**src/rtl/josh_pkg.sv**
```systemverilog
// Shared playfield geometry, colour codes and renderer state encoding for the
// J.O.S.H. Jump display path.
package josh_pkg;

  localparam int PLAY_W = 120;
  localparam int PLAY_H = 100;
  localparam int X_OFF  = 20;
  localparam int Y_OFF  = 10;
  localparam int DUDE_W = 4;
  localparam int DUDE_H = 6;

  localparam logic [6:0] LAST_COL = 7'(PLAY_W - 1);
  localparam logic [6:0] LAST_ROW = 7'(PLAY_H - 1);

  localparam logic [2:0] BG   = 3'b000;
  localparam logic [2:0] WALL = 3'b111;
  localparam logic [2:0] DUDE = 3'b110;

  typedef enum logic [2:0] {
    IDLE,
    FETCH,
    LOAD,
    DRAW,
    FIN
  } render_state_t;

endpackage

```
**src/rtl/sprite_hit.sv**
```systemverilog
// Combinational test of whether a playfield cell lies under the 4x6 player
// sprite whose top-left corner is (h, v).
module sprite_hit
  import josh_pkg::*;
(
  input  logic [6:0] col,
  input  logic [6:0] row,
  input  logic [6:0] h,
  input  logic [6:0] v,
  output logic       hit
);

  logic [7:0] w_h_end;
  logic [7:0] w_v_end;

  // Bounds are one bit wider so a sprite at the right/bottom edge cannot wrap.
  assign w_h_end = {1'b0, h} + 8'(DUDE_W - 1);
  assign w_v_end = {1'b0, v} + 8'(DUDE_H - 1);

  assign hit = (col >= h) && ({1'b0, col} <= w_h_end) &&
               (row >= v) && ({1'b0, row} <= w_v_end);

endmodule

```
**src/rtl/frame_renderer.sv**
```systemverilog
// Scans the playfield column by column, overlays the player sprite on the wall
// bitmap and emits one registered VGA pixel write per DRAW cycle.
module frame_renderer
  import josh_pkg::*;
(
  input  logic              clk,
  input  logic              resetn,
  input  logic              start,
  input  logic [6:0]        hdude,
  input  logic [6:0]        vdude,
  output logic [6:0]        col_addr,
  input  logic [PLAY_H-1:0] col_data,
  output logic [7:0]        vga_x,
  output logic [6:0]        vga_y,
  output logic [2:0]        vga_colour,
  output logic              vga_plot,
  output logic              busy,
  output logic              done
);

  render_state_t     r_state;
  render_state_t     w_next;
  logic [6:0]        r_col;
  logic [6:0]        r_row;
  logic [6:0]        r_h;
  logic [6:0]        r_v;
  logic [PLAY_H-1:0] r_buf;
  logic [7:0]        r_vga_x;
  logic [6:0]        r_vga_y;
  logic [2:0]        r_colour;
  logic              r_plot;
  logic              r_done;
  logic              w_hit;
  logic [2:0]        w_colour;

  sprite_hit u_sprite_hit (
    .col (r_col),
    .row (r_row),
    .h   (r_h),
    .v   (r_v),
    .hit (w_hit)
  );

  // NOTE: sequential state uses non-blocking assignments so every register
  // samples pre-edge values regardless of statement order.
  always_ff @(posedge clk or negedge resetn) begin
    if (!resetn) r_state <= IDLE;
    else         r_state <= w_next;
  end

  // NOTE: defaults first, so no path through the case leaves w_next unassigned
  // and no latch is inferred.
  always_comb begin
    w_next = r_state;
    unique case (r_state)
      IDLE:    if (start) w_next = FETCH;
      FETCH:   w_next = LOAD;
      LOAD:    w_next = DRAW;
      DRAW:    if (r_row == LAST_ROW) w_next = (r_col == LAST_COL) ? FIN : FETCH;
      FIN:     w_next = IDLE;
      default: w_next = IDLE;
    endcase
  end

  always_comb begin
    w_colour = BG;
    if (w_hit)             w_colour = DUDE;
    else if (r_buf[r_row]) w_colour = WALL;
  end

  // NOTE: the column buffer is a plain flop vector, not a RAM, so it is cleared
  // by the async reset along with the rest of the datapath.
  always_ff @(posedge clk or negedge resetn) begin
    if (!resetn) begin
      r_col    <= '0;
      r_row    <= '0;
      r_h      <= '0;
      r_v      <= '0;
      r_buf    <= '0;
      r_vga_x  <= '0;
      r_vga_y  <= '0;
      r_colour <= BG;
      r_plot   <= 1'b0;
      r_done   <= 1'b0;
    end else begin
      r_plot <= (r_state == DRAW);
      r_done <= (r_state == FIN);
      unique case (r_state)
        IDLE: if (start) begin
          r_h   <= hdude;
          r_v   <= vdude;
          r_col <= '0;
        end
        LOAD: begin
          r_buf <= col_data;
          r_row <= '0;
        end
        DRAW: begin
          r_vga_x  <= {1'b0, r_col} + 8'(X_OFF);
          r_vga_y  <= r_row + 7'(Y_OFF);
          r_colour <= w_colour;
          if (r_row != LAST_ROW)      r_row <= r_row + 7'd1;
          else if (r_col != LAST_COL) r_col <= r_col + 7'd1;
        end
        default: ;
      endcase
    end
  end

  assign col_addr   = r_col;
  assign vga_x      = r_vga_x;
  assign vga_y      = r_vga_y;
  assign vga_colour = r_colour;
  assign vga_plot   = r_plot;
  assign busy       = (r_state != IDLE);
  assign done       = r_done;

endmodule

```
**config.mk**
```make
export PLATFORM = sky130hd
export DESIGN_NAME = frame_renderer
export DESIGN_NICKNAME = d
export VERILOG_FILES = /design/src/rtl/josh_pkg.sv /design/src/rtl/sprite_hit.sv /design/src/rtl/frame_renderer.sv
export SDC_FILE = /design/constraint.sdc
export NUM_CORES = 1
export LEC_CHECK = 0
export CAP_MARGIN = 20
export CORE_ASPECT_RATIO = 1.5
export CORE_MARGIN = 5
export CORE_UTILIZATION = 52
export DETAILED_ROUTE_END_ITERATION = 16
export GPL_ROUTABILITY_DRIVEN = 1
export PLACE_DENSITY = 0.8
export SKIP_CTS_REPAIR_TIMING = 1
export SLEW_MARGIN = 5
export SYNTH_ARGS = -nofsm -noshare
export SYNTH_HDL_FRONTEND = slang
export SYNTH_SLANG_ARGS = --single-unit
```
**constraint.sdc**
```tcl
create_clock -name clk -period 3 [get_ports clk]
set_input_delay 0.6 -clock clk [delete_from_list [all_inputs] [get_ports clk]]
set_output_delay 0.6 -clock clk [all_outputs]
set_load 0.05 [all_outputs]
```
==> results.json <==
{
  "synthArstFlopShare_pct": 100,
  "ys_seq_elements": 150,
  "n_fill_cell": 1068,
  "seq_area_um2": 3750,
  "coreArea_um2": 14500,
  "setup_viol": 0,
  "rsz0062_at_grt": "false",
  "hpwl_mm": 13.6,
  "worst-slew-pin-transition_ns": 0.762,
  "syn_area_um2": 7620,
  "setup.worst_path.end": "vga_colour[1]",
  "critical_path_class": "flop to flop",
  "place_congestion": 0.843,
  "antenna_cells": 0,
  "ys.flop_type": "dfrtp_1",
  "drt_iter0_drc": 289,
  "status": "completed",
  "area_growth_pct": 29.9,
  "cts.sinks": 150,
  "max_clock_freq_mhz": 353,
  "die_area_um2": 17200,
  "ir_drop_mv": 0.432,
  "grt_pass1_vias": 5981,
  "grt_pass1_wl_mm": 30.4,
  "drv_slew": 0,
  "synth_seq_area_share_pct": 49.3,
  "slew-limit-headroom_pct": 49.2,
  "avgSynthCellArea_um2": 12.3,
  "route.detailed.drc": 0,
  "fin_nets": 910,
  "design_area_um2": 9890,
  "crit_arrival_ns": 3.13,
  "groute.usage.overall_pct": 23.1,
  "multiInputGateArea_um2": 3600,
  "synth_nets": 769,
  "num_vias": 5440,
  "start_util_pct": 52.7,
  "clock_latency_ns": 0.42,
  "critPathLaunch": "r_h[0]",
  "cts_root_buf": "clkbuf_16",
  "hold_path.class": "input port to asynchronous set/reset pin",
  "grt_max_degree": 108,
  "cp-start-kind": "flop",
  "antenna_found_initial": 0,
  "die_height_um": 158,
  "io_buffers": 144,
  "fin_total_pwr_mw": 4.88,
  "required_ns": 3.30,
  "die_w_um": 109,
  "synth_cell_types": 56,
  "fin_setup_tns_ns": 0,
  "path_clk_slew_ns": 0.07,
  "synth_edf_count": 0,
  "rrSetupSlack_ns": 0.17,
  "r2r-start": "r_h[0]",
  "p_leak_nw": 4.16,
  "period_needed_ns": 2.83,
  "syn-instance-count": 617,
  "cts-htree-levels": 4,
  "wirelength_mm": 18.7,
  "cts_tree": "done",
  "rr_endpoint": "vga_colour[1]",
  "post_drt_wl_per_cell_um": 19.3,
  "routed_via_density": 5.63,
  "place_area_um2": 9280,
  "period_share_pct": 94.4,
  "yosys_warnings": 0,
  "clockBufferDepth": 2,
  "drv_cap": 0,
  "grt.overflow.total": 0,
  "io_pins": 145,
  "path_max_fanout": 4,
  "skew_ns": 0.0135,
  "end_kind": "flop",
  "drive_above_1_share_pct": 22.8,
  "whs_ns": 0.169,
  "hold_viol": 0,
  "cts_buffers": 17,
  "ant_nets": 0,
  "rr_worst_depth": 12,
  "power_density_nw_per_um2": 493,
  "rows": 54,
  "dr.pass1.iters": 4
}
report_power, final:
| part | internal (mW) | switching [mW] |
|---|---|---|
| registers | 2.11 | 0.0536 |
| logic | 0.284 | 0.184 |
| clock network | 1.34 | 0.913 |
metal layers:
metal	up-vias	track usage (%)	routed length, µm
met2	185	43.0	10200
li1	2521	-	-
met5	-	0	0
met1	2693	24.8	6880
met4	0	8.78	569
met3	41	5.88	1090
synthesized netlist by cell type (all sizes together), types with 2 or more instances:
master / instances / share of area, %
a211o: 2 / 0.23
xnor2: 18 / 2.1
nor3: 8 / 0.53
mux2i: 7 / 0.92
nand4: 9 / 0.74
inv: 25 / 1.2
mux2: 106 / 16
a21o: 8 / 0.79
mux4: 20 / 6.2
buf: 13 / 1.2
a21oi: 13 / 0.85
or3: 3 / 0.25
and3: 3 / 0.25
nor2: 19 / 0.94
a2111oi: 3 / 0.43
o22ai: 5 / 0.41
a31o: 3 / 0.35
ha: 35 / 5.7
clkbuf: 21 / 1.0
xor2: 7 / 0.81
nand2b: 4 / 0.33
nor4b: 2 / 0.31
nand2: 49 / 2.4
and2: 3 / 0.25
o21ai: 39 / 2.6
dfrtp: 150 / 49
nor3b: 2 / 0.20
nand3: 10 / 0.66
nor4: 2 / 0.16
nor2b: 6 / 0.49
o21a: 2 / 0.20
o2111ai: 2 / 0.23
critical path: stages, from the launching register on:
cell and delay [ns]:
dfrtp_1 0.39, inv_1 0.09, ha_1 0.23, nor3_1 0.27
nand3_1 0.14, xnor2_1 0.14, ha_1 0.30, nand3_1 0.11
nor2_1 0.05, a211o_1 0.25, a31o_2 0.22, and3_1 0.17
a311o_1 0.34
flip-flops by register name (all words and copies together) (netlist names):
signal,cells
r_buf,100
vga_x,8
col_addr,7
r_h,7
r_row,7
r_v,7
vga_y,7
r_state,3
vga_colour,2
done,1
vga_plot,1
kinds of logic (layout without fill, tap and decap cells):
kind of cell | after synthesis | in the layout | share of synthesized area, %
AOI/OAI and AO/OA | 92 | 92 | 7.95
and+or+nand+nor | 123 | 123 | 7.87
xor gates and xnor gates | 25 | 25 | 2.87
buffers and inverters | 59 | 213 | 3.52
muxes | 133 | 133 | 22.8
DFF | 150 | 150 | 49.3
adders and majority gates | 35 | 35 | 5.75
how the worst min path moves through the flow:
stage / end / from / depth (start not counted) / slack (ns)
floorplan: col_addr[0] / resetn / 0 / 0.30
global placement: vga_x[5] / vga_x[5] / 2 / 0.46
detailed placement: vga_x[5] / vga_x[5] / 2 / 0.48
CTS: vga_x[4] / resetn / 2 / 0.21
global route: vga_x[4] / resetn / 2 / 0.22
finish: vga_x[4] / resetn / 2 / 0.17
metrics by stage:
stage	setup slack, ns	cells	util (%)
floorplan	0.391	617	-
global placement	0.252	935	64.2
detailed placement	0.189	935	64.2
CTS	0.176	967	68.4
global route	0.0521	967	68.4
finish	0.168	967	68.4
cells in the final DEF (no fill, tap or decap), types with 9 or more instances in the layout:
cell type / Yosys / routed
nor2_1: 19 / 19
mux4_2: 15 / 15
inv_1: 23 / 23
xnor2_1: 18 / 18
clkbuf_16: 0 / 17
o21ai_0: 39 / 39
clkdlybuf4s50_1: 0 / 143
nand4_1: 9 / 9
nand2_1: 49 / 49
a21oi_1: 13 / 13
mux2_2: 106 / 106
ha_1: 35 / 35
nand3_1: 10 / 10
dfrtp_1: 150 / 149
layout make-up:
cell class              instances  area share [%]
flip-flops and latches        150            37.9
multi-input cells             408            36.4
repair buffers                156            16.0
clock buffers                  19            4.38
well taps                     196            2.48
clock inverters                13            1.87
inverters                      25           0.948
(Power assumes the default switching activity.)
